`src/rtl/mux_8to1_sequencer.sv`:
```
// rtl/mux_8to1_sequencer.sv - valid/ready word capture and select sequencing for an 8-to-1 mux
module mux_8to1_sequencer #(
    parameter int unsigned CLKS_PER_BIT = 1,
    parameter bit          MSB_FIRST    = 1'b0
) (
    input  logic       i_clk,
    input  logic       i_rst,
    input  logic       i_flush,
    input  logic       i_in_valid,
    input  logic [7:0] i_in_data,
    output logic       o_in_ready,
    output logic [7:0] o_mux_i,
    output logic [2:0] o_mux_sel,
    output logic       o_bit_valid,
    output logic       o_bit_strobe,
    output logic       o_bit_last,
    output logic       o_word_done
);

    localparam int unsigned    DIV_W     = (CLKS_PER_BIT > 1) ? $clog2(CLKS_PER_BIT) : 1;
    localparam logic [DIV_W-1:0] DIV_END = DIV_W'(CLKS_PER_BIT - 1);
    localparam logic [2:0]     SEL_START = MSB_FIRST ? 3'd7 : 3'd0;

    typedef enum logic {
        S_IDLE = 1'b0,
        S_SEND = 1'b1
    } state_t;

    state_t           r_state;
    state_t           w_state_next;
    logic [DIV_W-1:0] r_div_cnt;
    logic [2:0]       r_bit_cnt;
    logic [7:0]       r_mux_i;
    logic [2:0]       r_mux_sel;
    logic             r_word_done;

    logic w_send;
    logic w_strobe;
    logic w_last;
    logic w_ready;
    logic w_xfer;

    always_ff @(posedge i_clk or posedge i_rst) begin
        if (i_rst) begin
            r_state <= S_IDLE;
        end else begin
            r_state <= w_state_next;
        end
    end

    // flush wins over everything; a transfer (from IDLE or at bit_last) always lands in SEND
    always_comb begin
        w_state_next = r_state;
        if (i_flush) begin
            w_state_next = S_IDLE;
        end else if (w_xfer) begin
            w_state_next = S_SEND;
        end else if (w_last) begin
            w_state_next = S_IDLE;
        end
    end

    always_comb begin
        w_send   = (r_state == S_SEND);
        w_strobe = w_send && (r_div_cnt == DIV_END);
        w_last   = w_strobe && (r_bit_cnt == 3'd7);
        w_ready  = !w_send || w_last;
        w_xfer   = i_in_valid && w_ready && !i_flush;
    end

    always_ff @(posedge i_clk or posedge i_rst) begin
        if (i_rst) begin
            r_div_cnt   <= '0;
            r_bit_cnt   <= '0;
            r_mux_i     <= '0;
            r_mux_sel   <= '0;
            r_word_done <= 1'b0;
        end else begin
            r_word_done <= 1'b0;
            if (i_flush) begin
                r_div_cnt <= '0;
                r_bit_cnt <= '0;
                r_mux_sel <= '0;
            end else if (w_xfer) begin
                r_mux_i   <= i_in_data;
                r_mux_sel <= SEL_START;
                r_div_cnt <= '0;
                r_bit_cnt <= '0;
            end else if (w_last) begin
                // word finished with nothing queued behind it
                r_mux_sel   <= '0;
                r_div_cnt   <= '0;
                r_bit_cnt   <= '0;
                r_word_done <= 1'b1;
            end else if (w_strobe) begin
                r_div_cnt <= '0;
                r_bit_cnt <= r_bit_cnt + 3'd1;
                r_mux_sel <= MSB_FIRST ? (r_mux_sel - 3'd1) : (r_mux_sel + 3'd1);
            end else if (w_send) begin
                r_div_cnt <= r_div_cnt + DIV_W'(1);
            end
        end
    end

    assign o_in_ready   = w_ready;
    assign o_mux_i      = r_mux_i;
    assign o_mux_sel    = r_mux_sel;
    assign o_bit_valid  = w_send;
    assign o_bit_strobe = w_strobe;
    assign o_bit_last   = w_last;
    assign o_word_done  = r_word_done;

endmodule

```
`config.mk`:
```
export PLATFORM = sky130hd
export DESIGN_NAME = mux_8to1_sequencer
export DESIGN_NICKNAME = d
export VERILOG_FILES = /design/src/rtl/mux_8to1_sequencer.sv
export SDC_FILE = /design/constraint.sdc
export NUM_CORES = 1
export LEC_CHECK = 0
export ABC_AREA = 1
export BUFFER_PORTS_ARGS = -buffer_cell sky130_fd_sc_hd__buf_2
export CORE_MARGIN = 3
export CORE_UTILIZATION = 48
export DETAILED_ROUTE_END_ITERATION = 10
export PLACE_DENSITY = 0.76
export SYNTH_ARGS = -nofsm -noshare
export SYNTH_HDL_FRONTEND = slang
export SYNTH_SLANG_ARGS = --single-unit
```
`constraint.sdc`:
```
create_clock -name i_clk -period 1.85 [get_ports i_clk]
set_clock_uncertainty 0.05 [all_clocks]
set_input_delay 0.37 -clock i_clk [delete_from_list [all_inputs] [get_ports i_clk]]
set_output_delay 0.37 -clock i_clk [all_outputs]
set_load 0.005 [all_outputs]
```
## After elaboration in Yosys (flattened, before gate mapping)

Index checks and enable logic that the tools add are counted.
W data, S select, Z words.

| word-level totals | value |
|---|---|
| logic and storage cells | 42 |
| memory bits (read-only) | 0 |
| output and inout port bits | 16 |
| bits of input ports | 12 |
| memories kept | 0 |
| bits in latches | 0 |
| bits in registers | 17 |
| RAM bits | 0 |

| operators by class | value |
|---|---|
| divide/modulo/power cells | 0 |
| equality and inequality tests | 1 |
| shifts and indexed selects | 0 |
| muxes and demuxes | 19 |
| bitwise gates (word level) | 2 |
| $mul | 0 |
| order comparisons | 0 |
| reduce and logical (&&, ||, !) cells | 11 |
| add/sub/neg operators | 3 |

Operator list:

| operator | count |
|---|---|
| $mux W3 | 8 |
| $mux W1 | 11 |
| $add A3 B1 Y3 const B | 2 |
| $reduce_bool A5 Y1 | 1 |
| $logic_and A1 B1 Y1 | 4 |
| $reduce_bool A4 Y1 | 1 |
| $eq A3 B3 Y1 const B | 1 |
| $reduce_bool A3 Y1 | 1 |
| $logic_not A1 Y1 | 2 |
| $not A1 Y1 | 2 |
| $reduce_and A2 Y1 | 1 |
| $add A1 B1 Y1 const B | 1 |
| $logic_or A1 B1 Y1 | 1 |

## Depth between registers and ports, before layout

| logic depth | value |
|---|---|
| depth in word-level cells | 8 |
| gate-level depth with buffers | 8 |
| mapped depth without buffers | 8 |

## Worst setup path after synthesis

No wires, ideal clock.

| timing | value |
|---|---|
| path kind | register to register |
| start | register r_bit_cnt[0] |
| end | register r_mux_i[0] (netlist: o_mux_i[0]) |
| required time | 1.681 ns |
| setup time | 0.119 ns |
| cell stages (with the launch flop) | 9 |
| buffers on the path | 1 |
| arrival time | 1.224 ns |
| clock period less this slack | 1.394 ns |
| slack | 0.456 ns |
| cells stage by stage | dfrtp_1 ha_1 ha_1 inv_2 o21ai_4 nand2_4 buf_6 o21ai_2 nand2_1 |

| on the way | value |
|---|---|
| cells in the longest elaborated chain, start to end | 6 |

Ends and longest elaborated chain:

| what | line | text |
|---|---|---|
| start, declared | 32 | `logic [2:0] r_bit_cnt;` |
| start signal, assigned | 97 | `r_bit_cnt <= r_bit_cnt + 3'd1;` |
| $eq A3 B3 Y1 | 66 | `w_last = w_strobe && (r_bit_cnt == 3'd7);` |
| $logic_and A1 B1 Y1 | 66 |  |
| $logic_or A1 B1 Y1 | 67 | `w_ready = !w_send \|\| w_last;` |
| named net o_in_ready | 11 | `output logic o_in_ready,` |
| $logic_and A1 B1 Y1 (2 in series) | 68 | `w_xfer = i_in_valid && w_ready && !i_flush;` |
| $reduce_and A2 Y1 (no source line) | -- |  |
| end signal, assigned | 85 | `r_mux_i <= i_in_data;` |
| end, declared | 33 | `logic [7:0] r_mux_i;` |

The timed path passes the listed nets, and every way through them passes these cells.
A chain may end at the register's enable or synchronous reset.

## Worst setup path in the final report

| timing | value |
|---|---|
| start | register r_bit_cnt[0] |
| end | output o_in_ready |

| on the way | value |
|---|---|
| cells in the longest elaborated chain, start to end | 3 |

Ends and longest elaborated chain:

| what | line |
|---|---|
| $eq A3 B3 Y1 | 66 |
| $logic_and A1 B1 Y1 | 66 |
| $logic_or A1 B1 Y1 | 67 |
| end, declared | 11 |

No other way between the ends.

==> impl_metrics.json <==
{
  "cts_buffers": 3,
  "finalCritPeriodShare_pct": 95.9,
  "grt_max_degree": 22,
  "max_freq_mhz": 564,
  "ys_ff_latch": 17,
  "coreArea_sq_um": 1580,
  "path_clk_slew_ps": 100,
  "dp_slack_ps": 256,
  "insertion_delay_ps": 280,
  "syn_inst": 92,
  "rows": 14,
  "rr_endpoint": "o_mux_i[0]$_DFFE_PP0P_",
  "num_vias": 675,
  "io-pin-count": 28,
  "worstPathArrival_ps": 1350,
  "fin_crit_ps": 1770,
  "ant_nets": 0,
  "htree_levels": 1,
  "place_hpwl_mm": 1.17,
  "antenna_found_initial": 0,
  "fill_cells": 138,
  "p_sw_share_pct": 28.4,
  "portBuffers": 27,
  "syn_avg_cell_area_sq_um": 9.18,
  "grt_pass1_vias": 610,
  "die-height_um": 47.9,
  "yosys.area.top_type": "dfrtp_1",
  "slew_viol_final": 0,
  "routedWlPerCell_um": 11.0,
  "areaGrowthSynthToFinish_pct": 20.6,
  "power_frac_clock_pct": 24.5,
  "globalplace.congestion": 0.708,
  "drive_gt1_share_pct": 38.8,
  "clockRootBuffer": "clkbuf_4",
  "maxSlewHeadroom_pct": 58.8,
  "stdcell_count": 137,
  "ir_drop_v": 0.000488,
  "grt_pass1_wl_mm": 2.52,
  "fin_ws_ps": 75.7,
  "hold_viol": 0,
  "yosysSeqAreaShare_pct": 50.4,
  "pwr-share-seq_pct": 56.4,
  "synthesis.nets": 107,
  "wl_mm": 1.50,
  "worst_pin_slew_ps": 618,
  "post-route-util_pct": 64.6,
  "reg2reg_slack_ps": 140,
  "clock_sinks": 17,
  "timing.rr.start": "r_bit_cnt[0]$_DFFE_PP0P_",
  "crit_fanout": 3,
  "syn-cell-area_sq_um": 845,
  "drc": 0,
  "final_cell_mix": "27 x nand2_1, 27 x buf_2, 17 x dfrtp_1, 12 x inv_1, 8 x o21ai_2",
  "viasPerCell": 4.93,
  "first_iter_violations": 10,
  "crit_chain": "ha_1, ha_2, inv_2, o21ai_4, buf_2",
  "synth_cell_type_count": 19,
  "cp_slowest_cell": "dfrtp_1",
  "clk_path_buf_depth": 2,
  "ys_warn_count": 0,
  "outcome": "completed",
  "die_x_um": 47.9,
  "placed_cells": 132,
  "antennaDiodeCount": 0,
  "drtPass1Iterations": 4,
  "pwr-share-comb_pct": 19.1,
  "required_ps": 1430,
  "synth_top_area_share_pct": 50.4,
  "end_kind": "output port",
  "grt_util_all_layers_pct": 16.0,
  "p_int_uw": 557,
  "overflow": 0,
  "setup_viol": 0,
  "p_sw_uw": 220,
  "die-area_sq_um": 2300,
  "finalNetCount": 137,
  "crit_buf_inv": 2,
  "leakagePower_uw": 0.000590,
  "drv_cap": 0,
  "startpoint_type": "flop",
  "crit_family": "flip-flops",
  "initial_core_util_pct": 53.6,
  "hold_slack_ps": 90.9,
  "max_stage_delay_ps": 380,
  "worstHoldPathType": "in -> async",
  "power_density_nw_per_um2": 764,
  "cts_tree": "done",
  "crit_type": "reg -> out",
  "synthTopCellsByArea": "dfrtp_1 50%, nand2_1 12%, o21ai_2 8.3%, inv_1 5.3%, ha_1 4.4%",
  "r2r_cells": 9
}
==> worst max path at each step <==
stage | from | to | cells past startpoint
after floorplan | r_bit_cnt[0]$_DFFE_PP0P_ | o_mux_i[0]$_DFFE_PP0P_ | 8
after global placement | r_bit_cnt[0]$_DFFE_PP0P_ | o_mux_i[0]$_DFFE_PP0P_ | 8
after detailed placement | r_bit_cnt[0]$_DFFE_PP0P_ | o_mux_i[0]$_DFFE_PP0P_ | 8
after CTS | r_bit_cnt[0]$_DFFE_PP0P_ | o_bit_last | 5
after global routing | r_bit_cnt[0]$_DFFE_PP0P_ | o_in_ready | 5
final | r_bit_cnt[0]$_DFFE_PP0P_ | o_in_ready | 5
==> kinds of logic (layout without fill, tap and decap cells) <==
| family | after synthesis | after routing | share of synthesized area [%] |
|---|---|---|---|
| flops | 17 | 17 | 50.4 |
| fa+ha+maj | 3 | 3 | 4.44 |
| buf+inv | 16 | 45 | 8.59 |
| simple gates | 46 | 46 | 25.8 |
| compound gates | 10 | 10 | 10.8 |
==> sequential cells by signal (all words and copies together), names as in the netlist <==
signal and flops:
o_word_done 1, o_mux_sel 3, o_bit_valid 1, r_bit_cnt 3, r_div_cnt 1, o_mux_i 8
==> cells in the mapped netlist <==
| cell type | n |
|---|---|
| nor4_1 | 1 |
| buf_6 | 1 |
| buf_4 | 1 |
| o21ai_4 | 1 |
| buf_2 | 1 |
| a21oi_1 | 1 |
| nand4_1 | 6 |
| nand2_4 | 1 |
| nor3_1 | 1 |
| nor2_4 | 1 |
| nand2_1 | 27 |
| nand3_1 | 7 |
| inv_1 | 12 |
| o21ai_2 | 8 |
| nor2_1 | 1 |
| inv_2 | 1 |
| ha_1 | 3 |
| dfrtp_1 | 17 |
| nand2_2 | 1 |
==> metrics by stage <==
stage	power (uW)	instance area [sq um]	setup TNS, ps
3_3_place_gp	592	976	0
2_1_floorplan	534	845	0
4_1_cts	787	1000	0
5_1_grt	832	1020	-4.18
3_5_place_dp	596	976	0
6_report	778	1020	0
==> final cells by class <==
cell class	instances	area, sq um	share of cell area, %
Tap cell	16	20.0	1.97
Multi-Input combinational cell	59	354	34.8
Clock buffer	3	22.5	2.21
Sequential cell	17	425	41.8
Inverter	13	48.8	4.79
Clock inverter	1	5.00	0.491
Timing Repair Buffer	28	143	14.0
==> power groups by stage <==
stage	logic, uW	clock network [uW]	registers, uW
CTS	151	198	438
detailed placement	150	0	446
floorplan	85.7	0	448
global placement	148	0	444
finish	149	190	439
global route	171	218	444
==> layer usage <==
layer / share of wire (%) / up-vias / GRT usage [%]
li1: - / 358 / -
met1: 49 / 297 / 20.6
met2: 45 / 18 / 24.3
met3: 5.4 / 2 / 4.51
met4: 0.67 / 0 / 8.06
met5: 0 / - / 0
==> repair_timing <==
action / CTS / global route
gates resized for setup: 0 / 2
endpoints found under the setup margin: 0 / 2
hold buffers: 0 / 0
buffers inserted: 0 / 1
No activity file was read; power rests on OpenSTA's default activity.
